==> src/rtl/axi_default_slave.sv <==
`default_nettype none
// ============================================================================
// axi_default_slave : AXI4 default responder, returns DECERR on B and R.
// Revision 1.0 - initial release
// ============================================================================
module axi_default_slave #(
  parameter int IDW = 4,
  parameter int DW  = 32
) (
  input  logic           i_clk,
  input  logic           i_rst,
  // write address / data / response
  input  logic           i_awvalid,
  output logic           o_awready,
  input  logic [IDW-1:0] i_awid,
  input  logic           i_wvalid,
  output logic           o_wready,
  input  logic           i_wlast,
  output logic           o_bvalid,
  input  logic           i_bready,
  output logic [IDW-1:0] o_bid,
  output logic [1:0]     o_bresp,
  // read address / data
  input  logic           i_arvalid,
  output logic           o_arready,
  input  logic [IDW-1:0] i_arid,
  input  logic [7:0]     i_arlen,
  output logic           o_rvalid,
  input  logic           i_rready,
  output logic [IDW-1:0] o_rid,
  output logic [DW-1:0]  o_rdata,
  output logic [1:0]     o_rresp,
  output logic           o_rlast
);

  localparam logic [1:0] c_decerr = 2'b11;

  typedef enum logic [1:0] {
    WR_IDLE = 2'd0,
    WR_DATA = 2'd1,
    WR_RESP = 2'd2
  } wr_state_t;

  typedef enum logic {
    RD_IDLE = 1'b0,
    RD_DATA = 1'b1
  } rd_state_t;

  wr_state_t      r_wr_state;
  wr_state_t      w_wr_next;
  rd_state_t      r_rd_state;
  rd_state_t      w_rd_next;
  logic [IDW-1:0] r_bid;
  logic [IDW-1:0] r_rid;
  logic [7:0]     r_rcnt;
  logic           w_aw_hs;
  logic           w_ar_hs;
  logic           w_r_hs;

  assign w_aw_hs = i_awvalid && (r_wr_state == WR_IDLE);
  assign w_ar_hs = i_arvalid && (r_rd_state == RD_IDLE);
  assign w_r_hs  = i_rready  && (r_rd_state == RD_DATA);

  // ---------------------------------------------------------------- write FSM
  always_ff @(posedge i_clk or posedge i_rst) begin
    if (i_rst) begin
      r_wr_state <= WR_IDLE;
    end else begin
      r_wr_state <= w_wr_next;
    end
  end

  always_comb begin
    w_wr_next = r_wr_state;
    case (r_wr_state)
      WR_IDLE: if (i_awvalid)           w_wr_next = WR_DATA;
      // WLAST alone ends the burst; AWLEN is never consulted.
      WR_DATA: if (i_wvalid && i_wlast) w_wr_next = WR_RESP;
      WR_RESP: if (i_bready)            w_wr_next = WR_IDLE;
      default:                          w_wr_next = WR_IDLE;
    endcase
  end

  always_ff @(posedge i_clk or posedge i_rst) begin
    if (i_rst) begin
      r_bid <= '0;
    end else if (w_aw_hs) begin
      r_bid <= i_awid;
    end
  end

  // ----------------------------------------------------------------- read FSM
  always_ff @(posedge i_clk or posedge i_rst) begin
    if (i_rst) begin
      r_rd_state <= RD_IDLE;
    end else begin
      r_rd_state <= w_rd_next;
    end
  end

  always_comb begin
    w_rd_next = r_rd_state;
    case (r_rd_state)
      RD_IDLE: if (i_arvalid)                   w_rd_next = RD_DATA;
      RD_DATA: if (i_rready && (r_rcnt == 8'd0)) w_rd_next = RD_IDLE;
      default:                                  w_rd_next = RD_IDLE;
    endcase
  end

  // Counter holds beats remaining after the current one; stops at zero.
  always_ff @(posedge i_clk or posedge i_rst) begin
    if (i_rst) begin
      r_rid  <= '0;
      r_rcnt <= 8'd0;
    end else if (w_ar_hs) begin
      r_rid  <= i_arid;
      r_rcnt <= i_arlen;
    end else if (w_r_hs && (r_rcnt != 8'd0)) begin
      r_rcnt <= r_rcnt - 8'd1;
    end
  end

  // ------------------------------------------------------------------ outputs
  assign o_awready = (r_wr_state == WR_IDLE);
  assign o_wready  = (r_wr_state == WR_DATA);
  assign o_bvalid  = (r_wr_state == WR_RESP);
  assign o_bid     = r_bid;
  assign o_bresp   = c_decerr;

  assign o_arready = (r_rd_state == RD_IDLE);
  assign o_rvalid  = (r_rd_state == RD_DATA);
  assign o_rid     = r_rid;
  assign o_rdata   = '0;
  assign o_rresp   = c_decerr;
  assign o_rlast   = (r_rd_state == RD_DATA) && (r_rcnt == 8'd0);

endmodule
`default_nettype wire

==> config.mk <==
export PLATFORM = sky130hd
export DESIGN_NAME = axi_default_slave
export DESIGN_NICKNAME = d
export VERILOG_FILES = /design/src/rtl/axi_default_slave.sv
export SDC_FILE = /design/constraint.sdc
export NUM_CORES = 1
export LEC_CHECK = 0
export CAP_MARGIN = 0
export CORE_MARGIN = 1
export CORE_UTILIZATION = 41
export CTS_CLUSTER_SIZE = 40
export DETAILED_ROUTE_END_ITERATION = 8
export HOLD_SLACK_MARGIN = 0.08
export MAX_ROUTING_LAYER = met4
export PLACE_DENSITY = 0.95
export SLEW_MARGIN = 10
export SYNTH_ARGS = -nofsm -noshare
export SYNTH_HDL_FRONTEND = slang
export SYNTH_SLANG_ARGS = --single-unit
==> constraint.sdc <==
create_clock -name i_clk -period 3.15 [get_ports i_clk]
set_clock_uncertainty 0.05 [all_clocks]
set_input_delay 0.315 -clock i_clk [delete_from_list [all_inputs] [get_ports i_clk]]
set_output_delay 0.315 -clock i_clk [all_outputs]
set_load 0.01 [all_outputs]
==> summary.md <==
| Metric | Value |
|---|---|
| Drt first pass iters | 4 |
| Die X | between 50 and 60 um |
| Via count | slightly above 1000 |
| Clock Power Share | a little under an eighth |
| Number of CTS-inserted buffers | 3 |
| Initial detailed-routing violation count | 39 |
| Hold Buf Count CTS | 0 |
| Antenna cells | 0 |
| YS warnings | 0 |
| Initial Utilization | roughly 45% |
| Clock root buffer | clkbuf_4 |
| Synth async-reset ratio | 100% |
| Required @ worst endpoint | between 2 and 3 ns |
| CORE AREA | 2880 um2 |
| Clock Sinks | 19 |
| Fin area | around 1600 um2 |
| Fin Setup TNS | 0 ns |
| Ys flop type | dfrtp_1 |
| M3 GR Usage | between 3 and 4% |
| Post-CTS Resized | 0 |
| Clock period minus worst slack | ~2.7 ns |
| # nets final | 203 |
| Worst VDD drop | roughly 0.34 mV |
| Slew headroom | between 30% and 40% |
| FF-to-FF setup slack | about 1.2 ns |
| Initial antenna violation count | 0 |
| Layout Cells excl Fill | around 220 |
| Max Root-Sink Buffers | 2 |
| Die height | between 50 and 60 um |
| LEAKAGE | just over 0.7 nW |
| I/O Buffers | 37 |
| DR DRC count | 0 |
| #FFs+latches synth | 19 |
| Fmax | 370 MHz |
| CTS H-Tree Depth | 1 |
| Largest net degree at the start of global routing | 20 |
| Die area | about 3400 um2 |
| Worst-path clk slew | around 0.11 ns |
| HPWL after DPL | 1.96 mm |
| WHS | roughly 0.39 ns |
| Worst EP arrival | roughly 2.3 ns |
| Worst r2r path cells | 3 |
| Comb pwr share | between 40% and 50% |
| Post-DP Area | approximately 1500 um2 |
| Sequential power share | between 40% and 50% |
| P_sw | 0.398 mW |
| Placed Cells | 214 |
| Setup crit end kind | output pin |
| Area Overhead vs Synth | 21.4% |
| Internal | around 0.65 mW |
| Grt ovf | 0 |
| P per Cell Area | approximately 670 nW/um2 |
| Vias in the first global route | between 900 and 1000 |
| Final Hold Fails | 0 |
| Critical path launch point type | flip-flop |
| M1 GR Usage | 19.2% |
| Transition time at the pin with the least slew margin | ~0.97 ns |
| Sw frac | approximately two fifths |
| CP Class | flip-flop to output pin |
| Final Max Slew Viols | 0 |
| CP max FO | 6 |
| Mapped cell area | 1290 um2 |
| Commonest non-fill, non-tap cells in the layout | 37 x clkdlybuf4s50_1, 36 x conb_1, 19 x dfrtp_1 |
| First-pass GRT wire length | about 4.1 mm |
| Gr usage total | 16.3% |
| Period utilisation layout | between 80% and 90% |
| HP Class | input pin to asynchronous set/reset pin |
| DRT antenna net count | 0 |
| IO Count | 74 |
| Met2 GRT Util | a little over a quarter |
| Syn_area_per_cell | about 9 um2 |
| Worst r2r src | r_rcnt[5]$_DFFE_PP0P_ |
| Top Usage Layer GRT | met2 |
| Worst reg2reg endpoint | r_rcnt[6]$_DFFE_PP0P_ |
| Row count | 19 |
| Yosys cell types | 42 |
| Post-synth EDFFs | 0 |
| Cells after Synth | between 100 and 150 |
| Placer Congestion | between 0.8 and 0.9 |
| Most common cell after layout, fill and taps aside | clkdlybuf4s50_1 |
| WL/cell | about 12 um |
| Layout cell share with drive strength beyond 1 | ~5.1% |
| Tot Pwr | 1.04 mW |
| Setup Buffers After CTS | 0 |
| Via-per-instance ratio | between 4 and 5 |
| Clock Latency Late Sink | between 0.2 and 0.3 ns |
| Endpoints failing setup | 0 |
| Sequential cell area fraction in the yosys report | between 30 and 40% |
| Routed WL | approximately 2.6 mm |
| Unrepaired setup endpoints after global routing | no |
| CTS tree | done |
| Outcome | finished clean |
| Max cap viols | 0 |
-- cells in the mapped netlist, types with 2 or more instances --
cell,count,area [um2]
inv_1,5,18.8
a211o_1,2,17.5
mux2_2,4,45.0
a31oi_1,4,25.0
buf_4,36,270
nand3_1,4,20.0
ha_1,2,25.0
clkbuf_1,4,15.0
nor2b_1,3,18.8
nand2_1,15,56.3
nor2_1,7,26.3
or4_1,2,15.0
nor3_1,3,15.0
dfrtp_1,19,475
conb_1,2,7.51
o211ai_1,3,22.5
a21oi_1,3,15.0
-- critical path, stage by stage, from the launching register on --
cell and delay [ns]:
dfrtp_1 0.45, inv_1 0.11, ha_1 0.19, or3b_2 0.53
nor3_1 0.20, clkdlybuf4s50_1 0.56
-- state kept, by name, summed over array words and instances (netlist names) --
name / count
o_rvalid: 1
r_rcnt: 8
o_bid: 4
o_rid: 4
r_wr_state: 2
-- power by group through the flow --
stage	Clock [mW]	Combinational, mW	Sequential, mW
floorplan	0	0.302	0.450
global placement	0	0.453	0.442
detailed placement	0	0.466	0.456
CTS	0.130	0.469	0.450
global route	0.139	0.512	0.465
finish	0.122	0.469	0.453
-- logic make-up (layout without fill, tap and decap cells) --
group	Yosys count	after routing	synth area share, %
AO/OA/AOI/OAI	22	22	12.7
adder cells (fa/ha/maj)	2	2	1.94
buffers and inverters	47	46	24.8
flip-flops	19	19	36.9
multiplexers	4	4	3.49
other	2	36	0.582
AND/OR/NAND/NOR	47	47	19.6
-- layer usage --
metal  vias up  share of wire (%)
li1        494                  -
met1       479                 44
met2        53                 49
met3         4                5.9
met4         0                1.8
met5         -                  0
-- stage by stage --
step                utilization (%)  setup slack, ns
finish                         54.5            0.450
floorplan                         -             1.24
CTS                            54.5            0.450
global route                   54.5            0.297
detailed placement             53.5            0.790
global placement               53.5            0.852
-- area by class of cell --
cell class,count,area [um2]
well taps,42,52.6
multi-input cells,111,622
fillers,269,1310
inverters,5,18.8
clock buffers,3,22.5
repair buffers,37,370
flip-flops and latches,19,475
clock inverters,1,5.00
-- worst max path at each step --
| stage | from | end | slack [ns] | cells after the start |
|---|---|---|---|---|
| global route | r_rcnt[0]$_DFFE_PP0P_ | o_rlast | 0.30 | 5 |
| global placement | r_rcnt[0]$_DFFE_PP0P_ | o_rlast | 0.85 | 5 |
| detailed placement | r_rcnt[0]$_DFFE_PP0P_ | o_rlast | 0.79 | 5 |
| floorplan | r_rcnt[0]$_DFFE_PP0P_ | o_rlast | 1.24 | 5 |
| CTS | r_rcnt[0]$_DFFE_PP0P_ | o_rlast | 0.45 | 5 |
| finish | r_rcnt[0]$_DFFE_PP0P_ | o_rlast | 0.45 | 5 |
No activity file was read; power rests on OpenSTA's default activity.
